`src/rtl/ctrl_sequencer_pkg.sv`:
```
// Shared constants for the hardwired control sequencer: state codes, opcodes,
// IR field positions and the opcode classifier.
package ctrl_pkg;

   typedef enum logic [3:0] {
      S_IDLE = 4'd0,
      S_T0   = 4'd1,
      S_T1   = 4'd2,
      S_T2   = 4'd3,
      S_T3   = 4'd4,
      S_T4   = 4'd5,
      S_WAIT = 4'd6,
      S_T5   = 4'd7,
      S_T6   = 4'd8,
      S_HALT = 4'd9
   } state_t;

   typedef enum logic [2:0] {
      CLS_ALU,
      CLS_MULDIV,
      CLS_NOP,
      CLS_HALT,
      CLS_BAD
   } op_class_t;

   localparam logic [4:0] OP_ADD  = 5'b00011;
   localparam logic [4:0] OP_SUB  = 5'b00100;
   localparam logic [4:0] OP_SHR  = 5'b00101;
   localparam logic [4:0] OP_SHRA = 5'b00110;
   localparam logic [4:0] OP_SHL  = 5'b00111;
   localparam logic [4:0] OP_ROR  = 5'b01000;
   localparam logic [4:0] OP_ROL  = 5'b01001;
   localparam logic [4:0] OP_AND  = 5'b01010;
   localparam logic [4:0] OP_OR   = 5'b01011;
   localparam logic [4:0] OP_MUL  = 5'b01110;
   localparam logic [4:0] OP_DIV  = 5'b01111;
   localparam logic [4:0] OP_NOP  = 5'b11010;
   localparam logic [4:0] OP_HALT = 5'b11011;

   localparam int unsigned OPC_HI = 31;
   localparam int unsigned OPC_LO = 27;
   localparam int unsigned RA_HI  = 26;
   localparam int unsigned RA_LO  = 23;
   localparam int unsigned RB_HI  = 22;
   localparam int unsigned RB_LO  = 19;
   localparam int unsigned RC_HI  = 18;
   localparam int unsigned RC_LO  = 15;

   function automatic op_class_t classify(input logic [4:0] opc);
      op_class_t cls;
      if (opc >= OP_ADD && opc <= OP_OR)
         cls = CLS_ALU;
      else if (opc == OP_MUL || opc == OP_DIV)
         cls = CLS_MULDIV;
      else if (opc == OP_NOP)
         cls = CLS_NOP;
      else if (opc == OP_HALT)
         cls = CLS_HALT;
      else
         cls = CLS_BAD;
      return cls;
   endfunction

endpackage

```
`src/rtl/ctrl_sequencer_ir_decoder.sv`:
```
// Combinational instruction decode: opcode class plus register fields.
module ir_decoder
   import ctrl_pkg::*;
(
   input  logic [31:0] IR,
   output op_class_t   op_class,
   output logic [4:0]  opcode,
   output logic [3:0]  ra,
   output logic [3:0]  rb,
   output logic [3:0]  rc
);

   logic unused_ir_low;

   assign opcode        = IR[OPC_HI:OPC_LO];
   assign ra            = IR[RA_HI:RA_LO];
   assign rb            = IR[RB_HI:RB_LO];
   assign rc            = IR[RC_HI:RC_LO];
   assign op_class      = classify(opcode);
   assign unused_ir_low = ^IR[RC_LO-1:0];

endmodule

```
`src/rtl/ctrl_sequencer.sv`:
```
// Hardwired fetch/execute sequencer for the DataPath. Optional ALU wait
// timeout is enabled by defining ALU_TIMEOUT_EN.
module ctrl_sequencer
   import ctrl_pkg::*;
#(
   parameter int unsigned TIMEOUT_CYCLES = 64
)(
   input  logic        Clock,
   input  logic        clear,
   input  logic        run,
   input  logic [31:0] IR,
   input  logic        finished,
   output logic        RFout,
   output logic        PCout,
   output logic        IRout,
   output logic        RYout,
   output logic        RZLOout,
   output logic        RZHIout,
   output logic        MARout,
   output logic        RHIout,
   output logic        RLOout,
   output logic        MDRout,
   output logic        RFin,
   output logic        PCin,
   output logic        IRin,
   output logic        RYin,
   output logic        RZin,
   output logic        MARin,
   output logic        RHIin,
   output logic        RLOin,
   output logic        MDRin,
   output logic [4:0]  RFSelect,
   output logic [5:0]  opSelect,
   output logic        start,
   output logic        Read,
   output logic        IncPC,
   output logic [3:0]  stateOut,
   output logic        illegal,
   output logic        halted
);

   state_t    state;
   state_t    next_fetch;
   op_class_t op_class;
   logic [4:0] opcode;
   logic [3:0] ra, rb, rc;

   ir_decoder u_dec (
      .IR       (IR),
      .op_class (op_class),
      .opcode   (opcode),
      .ra       (ra),
      .rb       (rb),
      .rc       (rc)
   );

   assign next_fetch = run ? S_T0 : S_IDLE;

`ifdef ALU_TIMEOUT_EN
   localparam int unsigned CW = (TIMEOUT_CYCLES > 1) ? $clog2(TIMEOUT_CYCLES) : 1;
   localparam logic [CW-1:0] WAIT_LAST = CW'(TIMEOUT_CYCLES - 1);
   logic [CW-1:0] wait_cnt;
`else
   localparam int unsigned unused_timeout_cycles = TIMEOUT_CYCLES;
`endif

   always_ff @(posedge Clock) begin
      if (clear) begin
         state   <= S_IDLE;
         illegal <= 1'b0;
`ifdef ALU_TIMEOUT_EN
         wait_cnt <= '0;
`endif
      end else begin
         case (state)
            S_IDLE: if (run) state <= S_T0;
            S_T0:   state <= S_T1;
            S_T1:   state <= S_T2;
            S_T2:   state <= S_T3;
            S_T3: begin
               case (op_class)
                  CLS_ALU, CLS_MULDIV: state <= S_T4;
                  CLS_HALT:            state <= S_HALT;
                  CLS_BAD: begin
                     illegal <= 1'b1;
                     state   <= next_fetch;
                  end
                  default:             state <= next_fetch;
               endcase
            end
            S_T4: begin
               state <= S_WAIT;
`ifdef ALU_TIMEOUT_EN
               wait_cnt <= '0;
`endif
            end
            S_WAIT: begin
               if (finished)
                  state <= S_T5;
`ifdef ALU_TIMEOUT_EN
               // Give up after TIMEOUT_CYCLES waiting cycles; no writeback follows.
               else if (wait_cnt == WAIT_LAST) begin
                  illegal <= 1'b1;
                  state   <= next_fetch;
               end else
                  wait_cnt <= wait_cnt + 1'b1;
`endif
            end
            S_T5:   state <= (op_class == CLS_MULDIV) ? S_T6 : next_fetch;
            S_T6:   state <= next_fetch;
            S_HALT: state <= S_HALT;
            default: state <= S_IDLE;
         endcase
      end
   end

   // Outputs depend on the IR fields as well as the state, so they are
   // decoded here rather than registered ahead of the IR load.
   always_comb begin
      RFout    = 1'b0;
      PCout    = 1'b0;
      IRout    = 1'b0;
      RYout    = 1'b0;
      RZLOout  = 1'b0;
      RZHIout  = 1'b0;
      MARout   = 1'b0;
      RHIout   = 1'b0;
      RLOout   = 1'b0;
      MDRout   = 1'b0;
      RFin     = 1'b0;
      PCin     = 1'b0;
      IRin     = 1'b0;
      RYin     = 1'b0;
      RZin     = 1'b0;
      MARin    = 1'b0;
      RHIin    = 1'b0;
      RLOin    = 1'b0;
      MDRin    = 1'b0;
      RFSelect = '0;
      opSelect = '0;
      start    = 1'b0;
      Read     = 1'b0;
      IncPC    = 1'b0;
      halted   = 1'b0;
      case (state)
         S_T0: begin
            PCout = 1'b1;
            MARin = 1'b1;
            IncPC = 1'b1;
            RZin  = 1'b1;
         end
         S_T1: begin
            RZLOout = 1'b1;
            PCin    = 1'b1;
            Read    = 1'b1;
            MDRin   = 1'b1;
         end
         S_T2: begin
            MDRout = 1'b1;
            IRin   = 1'b1;
         end
         S_T3: begin
            if (op_class == CLS_ALU || op_class == CLS_MULDIV) begin
               RFout    = 1'b1;
               RFSelect = {1'b0, rb};
               RYin     = 1'b1;
            end
         end
         S_T4: begin
            RFout    = 1'b1;
            RFSelect = {1'b0, rc};
            RZin     = 1'b1;
            start    = 1'b1;
            opSelect = {1'b0, opcode};
         end
         S_WAIT: begin
            RZin     = 1'b1;
            opSelect = {1'b0, opcode};
         end
         S_T5: begin
            RZLOout = 1'b1;
            if (op_class == CLS_MULDIV)
               RLOin = 1'b1;
            else begin
               RFin     = 1'b1;
               RFSelect = {1'b0, ra};
            end
         end
         S_T6: begin
            RZHIout = 1'b1;
            RHIin   = 1'b1;
         end
         S_HALT: halted = 1'b1;
         default: ;
      endcase
   end

   assign stateOut = state;

endmodule

```
`config.mk`:
```
export PLATFORM = sky130hd
export DESIGN_NAME = ctrl_sequencer
export DESIGN_NICKNAME = d
export VERILOG_FILES = /design/src/rtl/ctrl_sequencer_pkg.sv /design/src/rtl/ctrl_sequencer_ir_decoder.sv /design/src/rtl/ctrl_sequencer.sv
export SDC_FILE = /design/constraint.sdc
export NUM_CORES = 1
export LEC_CHECK = 0
export CAP_MARGIN = 15
export CORE_UTILIZATION = 29
export CTS_CLUSTER_DIAMETER = 200
export CTS_CLUSTER_SIZE = 25
export DETAILED_ROUTE_END_ITERATION = 7
export PLACE_DENSITY_LB_ADDON = 0.08
export SETUP_SLACK_MARGIN = 0.15
export SYNTH_ARGS = -nofsm -noshare
export SYNTH_HDL_FRONTEND = slang
export SYNTH_SLANG_ARGS = --single-unit
```
`constraint.sdc`:
```
create_clock -name Clock -period 3.08 [get_ports Clock]
set_input_delay 0.616 -clock Clock [delete_from_list [all_inputs] [get_ports Clock]]
set_output_delay 0.616 -clock Clock [all_outputs]
set_load 0.01 [all_outputs]
```
Yosys cells after proc, flatten, opt, wreduce, memory -nomap -nowiden
Cells that the tools add are included.

word-level totals
  input port bits = 36
  register bits after elaboration = 5
  output and inout bits = 39

operators by class
  eq/ne operators = 18
  muxes and demuxes = 29
  reduce and logical (&&, ||, !) cells = 11
  $lt $le $gt $ge = 2

operators with widths
  kind                number
  $pmux 4 s10         1
  $mux 4              5
  $eq 4x3->1 const B  4
  $mux 1              15
  $mux 3              4
  $pmux 4 s3          1
  $eq 5x4->1 const B  2
  $eq 5x5->1 const B  2
  $eq 4x2->1 const B  2
  $eq 4x4->1 const B  2
  $pmux 4 s2          1
  $reduce_or 2->1     3
  $ge 5x2->1 const B  1
  $le 5x4->1 const B  1
  $mux 5              1
  $eq 4x1->1 const B  1
  $logic_not 4->1     1
  $ne 2x2->1 const B  2
  $reduce_and 2->1    2
  $eq 3x1->1 const B  1
  $eq 3x2->1 const B  1
  $eq 3x3->1 const B  1
  $logic_not 3->1     1
  $reduce_or 3->1     1
  other kinds (3)     4

Depth between registers and ports, before layout
Gate-level depths: netlist of run 1.

  word-level depth = 9
  depth in mapped cells = 6

By module
Synthesis of run 1 repeated with hierarchy kept, for this count alone.

second synthesis, totals
  cells, all modules = 112
  area, all modules = 799.5 µm²

modules (own cells, without submodules)
  module          times used  cells an instance  area each (µm²)
  ctrl_sequencer  1           84                 608.1
  ir_decoder      1           28                 191.4

Worst setup path before layout of run 1
No wires, ideal clock.

  path kind = register to output
  start = register state[2], in the netlist stateOut[2]
  end = output RFSelect[0]
  data arrival time = 1.598 ns
  cell stages (with the launch flop) = 6
  required time = 2.464 ns
  path buffers = 1
  path slack = 0.866 ns
  cell sequence = dfxtp_1 buf_6 or4b_4 nor4_4 a222oi_1 inv_1

between the ends
  longest elaborated chain between the ends = 2

RTL lines
  element                 RTL line               RTL
  start, declared         ctrl_sequencer.sv:42   state_t state;
  start signal, assigned  ctrl_sequencer.sv:86   state <= next_fetch;
  start signal, assigned  ctrl_sequencer.sv:88   default: state <= next_fetch;
  start signal, assigned  ctrl_sequencer.sv:109  S_T5: state <= (op_class == CLS_MULDIV) ? S_T6 : next_fetch;
  $eq 4x3->1              ctrl_sequencer.sv:145  case (state)
  $pmux 4 s3 (*)          ctrl_sequencer.sv:145
  end, declared           ctrl_sequencer.sv:32   output logic [4:0] RFSelect,

Every way passes the cells marked *; elsewhere a longest branch is shown, timed or not.

Worst setup path in the final report of run 1
  start = input IR[27]
  end = output RFSelect[3]

between the ends
  longest elaborated chain between the ends = 9

RTL lines
  element                                               RTL line                                      RTL
  start, declared                                       ctrl_sequencer.sv:11                          input logic [31:0] IR,
  $eq 5x5->1                                            ctrl_sequencer_pkg.sv:57                      else if (opc == OP_HALT)
  $mux 3                                                ctrl_sequencer_pkg.sv:57
  $mux 3                                                ctrl_sequencer_pkg.sv:55                      else if (opc == OP_NOP)
  $mux 3                                                ctrl_sequencer_pkg.sv:53                      else if (opc == OP_MUL || opc == OP_DIV)
  $mux 3 (*)                                            ctrl_sequencer_pkg.sv:51                      if (opc >= OP_ADD && opc <= OP_OR)
  $eq 3x1->1 / $logic_not 3->1 (equally long branches)  ctrl_sequencer.sv:163, ctrl_sequencer.sv:182
  $logic_or 1x1->1                                      ctrl_sequencer.sv:163                         if (op_class == CLS_ALU || op_class == CLS_MULDIV) begin
  $mux 4                                                ctrl_sequencer.sv:163
  $pmux 4 s3 (*)                                        ctrl_sequencer.sv:145

Marks and branches as above.

==> results of run 1 <==
[flip-flops by register name (all words and copies together) (netlist names)]
name / count
stateOut: 4
illegal: 1
[path summary, 6_finish.rpt]
kind / startpoint / endpoint / slack, ns / cells after the start
worst max-delay path: IR[27] / RFSelect[3] / 0.29 / 7
worst min-delay path: illegal / illegal / 0.48 / 1
worst max register to register: stateOut[3] / stateOut[0] / 1.39 / 7
worst min register to register: illegal / illegal / 0.48 / 1
[what timing repair did]
item	in CTS	in global routing
endpoints found under the setup margin	6	4
resized for setup	10	7
pin swaps	1	3
setup buffers	2	0
[layout by cell type (no fill, tap or decap), types with 3 or more instances in the layout]
master / n
and2_1: 3
clkbuf_4: 3
nor3_1: 6
buf_4: 13
dlygate4sd2_1: 5
conb_1: 7
a222oi_1: 4
inv_1: 7
nand2_1: 3
dfxtp_1: 5
nand2b_1: 3
clkdlybuf4s50_1: 43
nor2_1: 10
[cell type report]
cell class | count | area (um^2) | area share [%]
sequential | 5 | 100 | 8.21
inverter | 7 | 26.3 | 2.16
clock buffer | 4 | 26.3 | 2.16
tap | 27 | 33.8 | 2.77
timing repair buffer | 65 | 607 | 49.8
multi-input combinational | 65 | 425 | 34.9
[cells by family (layout without fill, tap and decap cells)]
family | after synthesis | in the layout | share of synthesized area [%]
adder cells (fa/ha/maj) | 1 | 1 | 1.56
buffers and inverters | 25 | 76 | 23.4
other | 1 | 7 | 0.584
XOR/XNOR | 2 | 2 | 2.73
AO/OA/AOI/OAI | 17 | 17 | 20.3
flip-flops | 5 | 5 | 15.6
AND/OR/NAND/NOR | 38 | 38 | 35.9
[layer usage]
layer	vias up	GRT usage (%)
met5	-	0
met4	0	9.31
met3	3	3.12
met2	36	30.8
met1	386	24.6
li1	412	-
[per-stage QoR]
| step | instance area (um^2) | worst slack (ns) | TNS (ns) | hold slack, ns |
|---|---|---|---|---|
| 2_1_floorplan | 664 | 0.866 | 0 | 0.509 |
| 3_3_place_gp | 1180 | -0.0516 | -0.189 | 0.455 |
| 3_5_place_dp | 1180 | -0.0746 | -0.268 | 0.463 |
| 4_1_cts | 1220 | 0.137 | 0 | 0.482 |
| 5_1_grt | 1220 | 0.201 | 0 | 0.488 |
| 6_report | 1220 | 0.288 | 0 | 0.485 |
[synthesized netlist by cell type, drive strengths merged (2+ instances only)]
master and number:
and2 3, dfxtp 5, nor2 10, nand2 3
buf 14, nor3 6, nand2b 3, clkbuf 4
a21oi 2, o31a 2, a222oi 4, inv 7
a31oi 2, or2 2, o21ai 2, and3b 2
and3 2
[worst reg2reg max path: cells and delay by family (launching register included)]
| family | cells | cell delay, ns |
|---|---|---|
| AO/OA/AOI/OAI | 2 | 0.21 |
| buffers and inverters | 3 | 0.38 |
| flip-flops | 1 | 0.30 |
| AND/OR/NAND/NOR | 2 | 0.72 |
[power by group]
part	total [W]	switching, W	internal, W
clock	0.0000808	0.0000315	0.0000493
combinational	0.000190	0.0000848	0.000105
sequential	0.0000739	0.00000302	0.0000709
total	0.000345	0.000119	0.000225
==> results_dict.tcl, run 1 <==
set metrics [dict create \
    critPathBufInv 4 \
    wl_met3_um 146 \
    drive_gt1_share_pct 17.1 \
    drc 0 \
    yosys_warnings 0 \
    die_w_um 49.0 \
    ios 75 \
    dr.pass1.iters 4 \
    crit_required_ns 2.46 \
    syn2layout_area_growth_pct 89.9 \
    min_path_type "reg -> reg" \
    worstSkewPairLatency_ns 0.25 \
    cp_cell_sequence "clkdlybuf4s50_1 > a211oi_2 > nor4_4 > buf_4 > a222oi_1 > inv_1 > dlygate4sd2_1" \
    cts_buffers 3 \
    drv_cap 0 \
    fin_crit_ns 2.79 \
    met2_wirelength_um 1040 \
    timing.final.crit_share_pct 90.6 \
    num_vias 837 \
    p_total_w 0.000345 \
    fillers 197 \
    worstSetupPathType "in -> out" \
    first_global_vias 765 \
    gp_congestion 0.765 \
    syn_avg_cell_area_um2 7.21 \
    die_y_um 49.0 \
    synth_cell_types 34 \
    cp-start-kind "primary input" \
    vdd_drop_max_uv 221 \
    max_stage_delay_ns 0.43 \
    clock-sinks 5 \
    io_buffers 52 \
    crit_fanout 6 \
    grt_overflow 0 \
    ctsRootBufferMaster "clkbuf_4" \
    utilization_pct 60.3 \
    hold_violations 0 \
    core.rowCount 16 \
    worstPathArrival_ns 2.18 \
    worst_path_max_delay_cell "clkdlybuf4s50_1" \
    viasPerCell 4.84 \
    highest_layer "met4" \
    clockBufferDepth 2 \
    wirelength_met1_um 997 \
    antenna_found_initial 0 \
    ctsHoldBuffers 0 \
    core_area_um2 2020 \
    tritoncts "done" \
    ys_seq_area_share_pct 15.6 \
    leakagePower_nw 0.552 \
    antenna_cells 0 \
    path_delay_family "buffers and inverters" \
    status "finished, final reports clean" \
    rsz0062_at_grt "no" \
    clk_pin_slew_ns 0.05 \
    ant_nets 0 \
    setup_viol 0 \
    dieArea_um2 2410 \
    synth_area_um2 642 \
    routed_wl_um 2210 \
    slew_violations 0 \
    drtIter0Drc 17 \
    yosys-top-cells-area "dfxtp_1 16%, buf_4 15%, a222oi_1 6.2%, nor2_1 5.8%, nor3_1 4.7%" \
    ys.flop_type "dfxtp_1" \
    cts_max_level 1 \
    grt_max_degree 13 \
    cp-end-kind "output pin" \
    instances_no_fill 173 \
    nets 183 \
    fmax_ghz 0.358 \
    async_flop_share_pct 0 \
    synth_edf_count 0 \
    grt_pass1_wl_um 3620 \
    dp_hpwl_um 1700 \
    yosys.area.top_type_share_pct 15.6 \
    start_util_pct 31.7 \
    dp.cells 167 \
    powerDensity_nw_per_um2 283 \
    wl_per_cell_um 12.8 \
    synth-seq-cells 5 \
    final.setup_skew_ns 0.00273 \
    grt_usage_pct 19.1 \
    yosys.area.top_type "dfxtp_1" \
    netlist_instances 89 \
]
Note: power is estimated with default switching activity, not from simulation.
==> inputs of run 2 (changes only) <==
- CELL_PAD_IN_SITES_DETAIL_PLACEMENT: unset -> 0
- CELL_PAD_IN_SITES_GLOBAL_PLACEMENT: unset -> 1
- CORE_ASPECT_RATIO: unset -> 0.5
- CORE_UTILIZATION: 29 -> 17
==> results_dict.tcl, run 2 (synthesized netlist as in run 1, its figures left out) <==
set metrics [dict create \
    core_area_um2 3530 \
    die_y_um 45.5 \
    num_vias 841 \
    tritoncts "done" \
    timing.final.crit_share_pct 92.9 \
    start_util_pct 18.2 \
    antenna_cells 0 \
    io_buffers 52 \
    core.rowCount 15 \
    vdd_drop_max_uv 130 \
    clockBufferDepth 2 \
    fillers 376 \
    die_w_um 88.9 \
    final.setup_skew_ns 0.00337 \
    antenna_found_initial 0 \
    crit_fanout 5 \
    ctsRootBufferMaster "clkbuf_8" \
    dp_hpwl_um 1870 \
    drtIter0Drc 25 \
    final_common_cell "clkdlybuf4s50_1" \
    worstSkewPairLatency_ns 0.22 \
    powerDensity_nw_per_um2 298 \
    setup_viol 0 \
    drive_gt1_share_pct 18.5 \
    grt_usage_pct 11.1 \
    min_path_type "reg -> reg" \
    first_global_vias 684 \
    cp-end-kind "output pin" \
    dieArea_um2 4040 \
    worstPathArrival_ns 2.24 \
    syn2layout_area_growth_pct 104 \
    ant_nets 0 \
    worstSetupPathType "in -> out" \
    grt_overflow 0 \
    final_cell_mix "44 x clkdlybuf4s50_1, 18 x buf_4, 10 x nor2_1" \
    status "finished, final reports clean" \
    grt_pass1_wl_um 3330 \
    viasPerCell 4.16 \
    crit_required_ns 2.46 \
    cp_cell_sequence "clkdlybuf4s50_1 > buf_4 > nand4b_1 > and3_4 > buf_4 > clkdlybuf4s50_1" \
    clock-sinks 5 \
    routed_wl_um 2250 \
    max_stage_delay_ns 0.53 \
    fin_crit_ns 2.86 \
    dp.cells 196 \
    gp_congestion 0.658 \
    drv_cap 0 \
    path_delay_family "buffers and inverters" \
    clk_pin_slew_ns 0.03 \
    grt_max_degree 13 \
    hold_violations 0 \
    fmax_ghz 0.350 \
    critPathBufInv 4 \
    instances_no_fill 202 \
    largest_reg_flops 4 \
    cts_max_level 1 \
    cp-start-kind "primary input" \
    slew_violations 0 \
    cts_buffers 3 \
    rsz0062_at_grt "no" \
    ios 75 \
    leakagePower_nw 0.596 \
    nets 188 \
    whs_ns 0.459 \
    worst_path_max_delay_cell "clkdlybuf4s50_1" \
    dr.pass1.iters 6 \
    drc 0 \
    wl_per_cell_um 11.2 \
]
-- run 2: changes by cell type in the layout (fill, tap and decap cells not counted), sizes merged --
cell and delta:
clkdlybuf4s50 +1, clkbuf -1, clkdlybuf4s15 +1, dlygate4sd2 -1, buf +5
-- run 2: timing repair --
item                       CTS  global route
buffers inserted             0             2
gates resized for setup      8             6
hold buffers                 0             0
pin swaps                    0             3
setup endpoints to repair    7             6
-- run 2: worst paths after layout --
| path | cells after the start | to | slack [ns] | start |
|---|---|---|---|---|
| worst max-delay path | 6 | RFin | 0.22 | IR[30] |
| worst min-delay path | 1 | illegal | 0.46 | illegal |
| worst max register to register | 7 | stateOut[0] | 1.39 | stateOut[1] |
| worst min register to register | 1 | illegal | 0.46 | illegal |
-- run 2: layout make-up --
class	count	area [um^2]	area share, %
tap	51	63.8	4.87
multi-input combinational	65	424	32.4
inverter	7	26.3	2.01
clock buffer	4	45.0	3.44
sequential	5	100	7.64
timing repair buffer	70	651	49.7
-- run 2: power by group --
| group | switching (W) | internal [W] | total, W |
|---|---|---|---|
| Clock | 0.0000322 | 0.0000888 | 0.000121 |
| Combinational | 0.0000823 | 0.000109 | 0.000192 |
| Sequential | 0.00000612 | 0.0000712 | 0.0000773 |
| Total | 0.000121 | 0.000269 | 0.000390 |
-- run 2: worst reg2reg max path: stages, from the launching register on --
cell     delay, ns
dfxtp_1       0.35
or4b_4        0.55
nor4_4        0.15
buf_4         0.18
buf_4         0.10
buf_4         0.10
a31oi_1       0.04
a31oi_1       0.16
-- run 2: routing by layer --
| layer | wire [um] | vias to the layer above | global-route usage (%) |
|---|---|---|---|
| li1 | - | 424 | - |
| met1 | 1160 | 374 | 17.4 |
| met2 | 927 | 43 | 14.5 |
| met3 | 162 | 0 | 2.90 |
| met4 | 0 | 0 | 2.90 |
| met5 | 0 | - | 0 |
-- run 2: per-stage QoR --
stage	setup TNS [ns]	util, %	setup slack [ns]	instance area [um^2]	power (W)
3_3_place_gp	-0.0941	35.3	-0.0339	1240	0.000271
3_5_place_dp	-0.0723	35.3	-0.0351	1240	0.000270
6_report	0	37.1	0.220	1310	0.000390
2_1_floorplan	0	-	0.866	664	0.000176
5_1_grt	0	37.1	0.152	1310	0.000414
4_1_cts	0	36.5	0.158	1290	0.000393
==> inputs of run 3 (changes only) <==
- CTS_CLUSTER_SIZE: 25 -> 28
==> results of run 3 <==
Same layout as run 2: the final DEF is identical, and so are final timing and power.
